**src/rtl/dumper_if.sv**
```systemverilog
// Handshake and bus bundle between the RAM read-back dumper and its environment:
// the dump request, the RAM read port and the transmitter's parallel input.
interface dumper_if #(
  parameter int unsigned addrSize = 9
);
  logic                start;
  logic [addrSize-1:0] lastAddr;
  logic                stopOnZero;
  logic [7:0]          dataIn;
  logic                txBusy;

  logic                read_rq;
  logic [addrSize-1:0] addrOut;
  logic [7:0]          dataOut;
  logic                newData;
  logic                busy;
  logic                done;
  logic [addrSize:0]   byteCount;

  // Dumper side.
  modport master (
    input  start, lastAddr, stopOnZero, dataIn, txBusy,
    output read_rq, addrOut, dataOut, newData, busy, done, byteCount
  );

  // Host / RAM / transmitter side.
  modport slave (
    output start, lastAddr, stopOnZero, dataIn, txBusy,
    input  read_rq, addrOut, dataOut, newData, busy, done, byteCount
  );
endinterface

```
**src/rtl/dumper.sv**
```systemverilog
// Reads program RAM from address 0 up to a latched last address and hands each
// byte to the serial transmitter, one byte per newData pulse. Optionally stops
// at the first 0x00 byte without sending it. All outputs are registered.
module dumper #(
  parameter int unsigned addrSize = 9
) (
  input logic      clk,
  input logic      reset,
  dumper_if.master bus
);

  typedef enum logic [2:0] {
    StIdle,
    StRead,
    StCapture,
    StSend,
    StPulse,
    StFinish
  } state_e;

  localparam logic [addrSize-1:0] AddrOne  = 1;
  localparam logic [addrSize:0]   CountOne = 1;

  state_e              state_q;
  logic [addrSize-1:0] addr_q;
  logic [addrSize-1:0] last_q;
  logic                soz_q;
  logic [7:0]          data_q;
  logic [addrSize:0]   count_q;
  logic                read_rq_q;
  logic                new_data_q;
  logic                busy_q;
  logic                done_q;

  // Dump sequencer; pulse outputs are set on entry to the state that owns them,
  // so read_rq/newData/done are high exactly while in READ/PULSE/FINISH.
  always_ff @(posedge clk) begin
    if (!reset) begin
      state_q    <= StIdle;
      addr_q     <= '0;
      last_q     <= '0;
      soz_q      <= 1'b0;
      data_q     <= '0;
      count_q    <= '0;
      read_rq_q  <= 1'b0;
      new_data_q <= 1'b0;
      busy_q     <= 1'b0;
      done_q     <= 1'b0;
    end else begin
      read_rq_q  <= 1'b0;
      new_data_q <= 1'b0;
      done_q     <= 1'b0;
      unique case (state_q)
        StIdle: begin
          if (bus.start) begin
            addr_q    <= '0;
            count_q   <= '0;
            last_q    <= bus.lastAddr;
            soz_q     <= bus.stopOnZero;
            busy_q    <= 1'b1;
            read_rq_q <= 1'b1;
            state_q   <= StRead;
          end
        end
        StRead: begin
          state_q <= StCapture;
        end
        StCapture: begin
          data_q <= bus.dataIn;
          // A terminating zero is neither sent nor counted.
          if (soz_q && (bus.dataIn == 8'h00)) begin
            done_q  <= 1'b1;
            state_q <= StFinish;
          end else begin
            state_q <= StSend;
          end
        end
        StSend: begin
          if (!bus.txBusy) begin
            new_data_q <= 1'b1;
            state_q    <= StPulse;
          end
        end
        StPulse: begin
          count_q <= count_q + CountOne;
          // Terminal compare before increment, so addrOut never wraps.
          if (addr_q == last_q) begin
            done_q  <= 1'b1;
            state_q <= StFinish;
          end else begin
            addr_q    <= addr_q + AddrOne;
            read_rq_q <= 1'b1;
            state_q   <= StRead;
          end
        end
        StFinish: begin
          busy_q  <= 1'b0;
          state_q <= StIdle;
        end
        default: begin
          state_q <= StIdle;
        end
      endcase
    end
  end

  assign bus.read_rq   = read_rq_q;
  assign bus.addrOut   = addr_q;
  assign bus.dataOut   = data_q;
  assign bus.newData   = new_data_q;
  assign bus.busy      = busy_q;
  assign bus.done      = done_q;
  assign bus.byteCount = count_q;

endmodule

```
**src/flat_wrapper.sv**
```systemverilog
// flat-port wrapper written by rule: the top's interface ports become plain ports
module dumper_flat 
#(
  parameter int unsigned addrSize = 9
)
  (clk, reset, bus_start, bus_lastAddr, bus_stopOnZero, bus_dataIn, bus_txBusy, bus_read_rq, bus_addrOut, bus_dataOut, bus_newData, bus_busy, bus_done, bus_byteCount);
  dumper_if #(.addrSize(addrSize)) bus_i ();
  input logic clk;
  input logic reset;
  input wire logic [$bits(bus_i.start)-1:0] bus_start;
  input wire logic [$bits(bus_i.lastAddr)-1:0] bus_lastAddr;
  input wire logic [$bits(bus_i.stopOnZero)-1:0] bus_stopOnZero;
  input wire logic [$bits(bus_i.dataIn)-1:0] bus_dataIn;
  input wire logic [$bits(bus_i.txBusy)-1:0] bus_txBusy;
  output wire logic [$bits(bus_i.read_rq)-1:0] bus_read_rq;
  output wire logic [$bits(bus_i.addrOut)-1:0] bus_addrOut;
  output wire logic [$bits(bus_i.dataOut)-1:0] bus_dataOut;
  output wire logic [$bits(bus_i.newData)-1:0] bus_newData;
  output wire logic [$bits(bus_i.busy)-1:0] bus_busy;
  output wire logic [$bits(bus_i.done)-1:0] bus_done;
  output wire logic [$bits(bus_i.byteCount)-1:0] bus_byteCount;
  assign bus_i.start = bus_start;
  assign bus_i.lastAddr = bus_lastAddr;
  assign bus_i.stopOnZero = bus_stopOnZero;
  assign bus_i.dataIn = bus_dataIn;
  assign bus_i.txBusy = bus_txBusy;
  assign bus_read_rq = bus_i.read_rq;
  assign bus_addrOut = bus_i.addrOut;
  assign bus_dataOut = bus_i.dataOut;
  assign bus_newData = bus_i.newData;
  assign bus_busy = bus_i.busy;
  assign bus_done = bus_i.done;
  assign bus_byteCount = bus_i.byteCount;
  dumper #(.addrSize(addrSize)) u_core (.clk(clk), .reset(reset), .bus(bus_i));
endmodule
```
**config.mk**
```make
export PLATFORM = sky130hd
export DESIGN_NAME = dumper_flat
export DESIGN_NICKNAME = d
export VERILOG_FILES = /design/src/rtl/dumper_if.sv /design/src/rtl/dumper.sv /design/src/flat_wrapper.sv
export SDC_FILE = /design/constraint.sdc
export NUM_CORES = 1
export LEC_CHECK = 0
export CAP_MARGIN = 20
export CORE_MARGIN = 1
export CORE_UTILIZATION = 35
export DETAILED_ROUTE_END_ITERATION = 8
export HOLD_SLACK_MARGIN = 0.06
export PLACE_DENSITY_LB_ADDON = 0.05
export SLEW_MARGIN = 20
export SYNTH_ARGS = -nofsm -noshare
export SYNTH_HDL_FRONTEND = slang
export SYNTH_SLANG_ARGS = --single-unit
```
**constraint.sdc**
```tcl
create_clock -name clk -period 2.1 [get_ports clk]
set_clock_uncertainty 0.2 [all_clocks]
set_input_delay 0.63 -clock clk [delete_from_list [all_inputs] [get_ports clk]]
set_output_delay 0.63 -clock clk [all_outputs]
set_load 0.05 [all_outputs]
```
### Yosys cells after proc, flatten, opt, wreduce, memory -nomap -nowiden

Index checks and enable logic that the tools add are counted.

* flip-flop bits (word level): 44

* reduce and logical (&&, ||, !) cells: 11
* add/sub/neg operators: 2
* mux-type cells: 19
* eq/ne operators: 9

Operator list (count)
* $pmux W10 S2: 1
* $mux W9: 2
* $pmux W9 S2: 1
* $pmux W3 S5: 1
* $mux W3: 4
* $add A10 B1 Y10 const B: 1
* $mux W10: 1
* $reduce_and A2 Y1: 5
* $add A9 B1 Y9 const B: 1
* $eq A9 B9 Y1: 1
* $logic_not A8 Y1: 1
* $eq A3 B2 Y1 const B: 2
* $eq A3 B3 Y1 const B: 2
* $mux W1: 6
* $ne A2 B2 Y1 const B: 3
* $pmux W1 S2: 3
* $reduce_bool A2 Y1: 2
* $eq A3 B1 Y1 const B: 1
* $logic_not A3 Y1: 1
* $reduce_and A3 Y1: 1
* $logic_and A1 B1 Y1: 1

### Logic depth before layout (Yosys ltp)

* depth in word-level cells: 4
* depth in mapped cells: 7
* mapped depth without buffers: 6

### Least setup slack after synthesis

No wires, ideal clock.

* path type: reg2reg
* start point: reg u_core.addr_q[6] (netlist: u_core.bus.addrOut[6])
* end point: reg u_core.addr_q[0] (netlist: u_core.bus.addrOut[0])
* path buffers: 0
* slack: -0.014 ns
* arrival: 1.842 ns
* library setup time: 0.072 ns
* clock period less this slack: 2.114 ns
* cell stages (with the launch flop): 6
* path through: dfxtp_1 xor2_1 nor4_1 nand4_1 o21ai_1 mux2i_1

* longest elaborated chain between the ends: 3

Ends and longest elaborated chain
* start, declared: line dumper.sv:25 `logic [addrSize-1:0] addr_q;`
* start signal, assigned: line dumper.sv:91 `addr_q <= addr_q + AddrOne;`
* $eq A9 B9 Y1: line dumper.sv:87 `if (addr_q == last_q) begin`
* $ne A2 B2 Y1 (no line)
* $reduce_and A3 Y1 (no line)

Every way passes these cells.
A chain may end at the register's enable or synchronous reset.

### Final worst setup path

* start point: in bus_start
* end point: reg u_core.addr_q[2] (netlist: u_core.bus.addrOut[2])

* longest elaborated chain between the ends: 2

Ends and longest elaborated chain
* start, declared: line flat_wrapper.sv:10 `input wire logic [$bits(bus_i.start)-1:0] bus_start;`
* $ne A2 B2 Y1 (no line)
* $reduce_and A3 Y1 (no line)

Every way passes these cells.

==> out/qor.yml <==
rsz0062_at_grt: "false"
critPathRequiredTime_ns: 2.08
grt_pass1_wl_mm: 9.41
gr-usage-all-layers_pct: 19.3
cts_root_buffer: "clkbuf_8"
diodes: 0
yosys.area.top_type: "dfxtp_1"
ios: 53
synthesis.nets: 290
fin_hold_ws_ns: 0.259
die_width_um: 79.2
totalPowerFinal_w: 0.00197
hold_buffers: 0
ctsHtreeMaxLevel: 2
postSynthCellCount: 266
slew_viol_final: 0
wl_per_cell_um: 13.9
grt_pass1_vias: 1990
crit_fanout: 5
worst_slew_pin_slew_ns: 0.393
initial_utilization_pct: 37.2
yosys.area.top_type_share_pct: 42.2
ys_ff_latch: 44
grt-ovfl-total: 0
first_pass_iters: 4
drc_errors: 0
die_h_um: 79.2
synth_area_per_cell_um2: 7.84
io_buffers: 52
die_area_um2: 6270
cap_violations: 0
vias_per_cell: 5.20
synth-main-ff-cell: "dfxtp_1"
min_path_type: "reg2reg"
drt_iter0_drc: 88
drt-total-wl_mm: 5.75
endpoint_kind: "flop"
setup_viol: 0
cts_tree: "built"
cts.sinks: 44
syn-cell-area_um2: 2090
drive_gt1_share_pct: 24.2
core_um2: 5610
power_density_nw_per_um2: 614
async_reset_ff_share_pct: 0
synth.area.top_cells: "dfxtp_1 42%, nand2_1 11%, a21oi_1 7.0%"
finalHoldViolations: 0
ir_worst_vdd_mv: 0.294
crit_type: "in2reg"
worst_setup_path_start_kind: "input port"
place_area_um2: 3040
clkTransAtPathRegs_ns: 0.09
gp_congestion: 0.848
ant_nets: 0
ys_warn_count: 0
final_cell_mix: "60 x nand2_1, 43 x dfxtp_1, 40 x buf_4"
nNetsFinal: 366
nFillCells: 554
tns_ns: 0
insertion_delay_ns: 0.29
finalCritPeriodShare_pct: 97.1
synth-edff-count: 0
synth.distinct_cells: 47
num_vias: 2156
clock_path_buffers: 2
cp.arrival_ns: 2.02
fmax_mhz: 490
place_hpwl_mm: 4.22
period_needed_ns: 2.04
synth-seq-area-share_pct: 42.2
outcome: "completed"
p_leak_nw: 1.25
antenna_found_initial: 0
final_cell_area_um2: 3200
final_common_cell: "nand2_1"
syn_to_final_growth_pct: 53.6
rows: 27
relSlewSlack_pct: 73.5
grt_max_degree: 21
numCtsBuffers: 5
[cell families after synthesis]
logic type	Yosys count	synth area share, %
AND/OR/NAND/NOR	128	30.2
XOR/XNOR	9	3.78
buffers and inverters	18	3.42
AO/OA/AOI/OAI	61	17.2
flip-flops	44	42.2
adder cells (fa/ha/maj)	2	1.20
multiplexers	4	1.98
[registers in the layout, summed over array words and instances, names as in the netlist]
name	cells
u_core.soz_q	1
u_core.bus.busy	1
u_core.bus.newData	1
u_core.state_q	3
u_core.bus.done	1
u_core.bus.addrOut	9
u_core.last_q	9
u_core.bus.read_rq	1
u_core.bus.byteCount	10
u_core.bus.dataOut	8
[final timing paths]
path	start	endpoint	slack, ns	depth (start not counted)
setup / recovery	bus_start	u_core.bus.addrOut[2]	0.06	5
hold / removal	u_core.bus.dataOut[7]	u_core.bus.dataOut[7]	0.26	2
setup reg to reg	u_core.state_q[0]	u_core.bus.byteCount[9]	0.16	5
hold reg to reg	u_core.bus.dataOut[7]	u_core.bus.dataOut[7]	0.26	2
[worst max-delay path, cell delays in order]
cell and delay (ns):
clkdlybuf4s50_1 0.48, or4b_4 0.51, buf_4 0.18, a21oi_1 0.12, o22ai_1 0.09
[stage by stage]
stage                     cells  utilization (%)  setup WS [ns]
after detailed placement    406             54.3         -0.410
after global placement      406             54.3         -0.345
after CTS                   414             56.6        0.00187
after global routing        415             57.1       0.000113
final                       415             57.1         0.0610
after floorplan             266                -         0.0314
[final cells by class]
class,instances,area (um^2),share of cell area [%]
Clock buffer,7,96.3,3.01
Clock inverter,1,30.0,0.937
Inverter,3,11.3,0.351
Multi-Input combinational cell,204,1150,35.9
Sequential cell,44,882,27.5
Tap cell,72,90.1,2.81
Timing Repair Buffer,84,943,29.4
[where the power goes]
group	total [W]	internal, W	switching, W
Sequential	0.000887	0.000864	0.0000227
Combinational	0.000362	0.000162	0.000199
Clock	0.000718	0.000420	0.000298
[routing by layer]
| layer | wire (um) | part of all wire (%) | global-route usage (%) |
|---|---|---|---|
| met5 | 0 | 0 | 0 |
| met4 | 34 | 0.59 | 5.45 |
| met3 | 294 | 5.1 | 3.68 |
| met2 | 2740 | 48 | 31.2 |
| met1 | 2690 | 47 | 25.9 |
[synthesized netlist by cell type, types with 3 or more instances]
cell type,instances
buf_2,3
a21oi_1,29
o211ai_1,5
xor2_1,7
dfxtp_1,44
nand3_1,12
clkbuf_1,11
nor3_1,6
nor2_1,18
o21ai_0,11
mux2i_1,3
nand4_1,5
nand2_1,60
nor4_1,6
[repair_timing]
action,4_1_cts,5_1_grt
pin swaps,3,2
hold endpoints to repair,0,0
setup endpoints to repair,3,10
resized for setup,5,6
buffers inserted,0,1
Note: power is estimated with default switching activity, not from simulation.
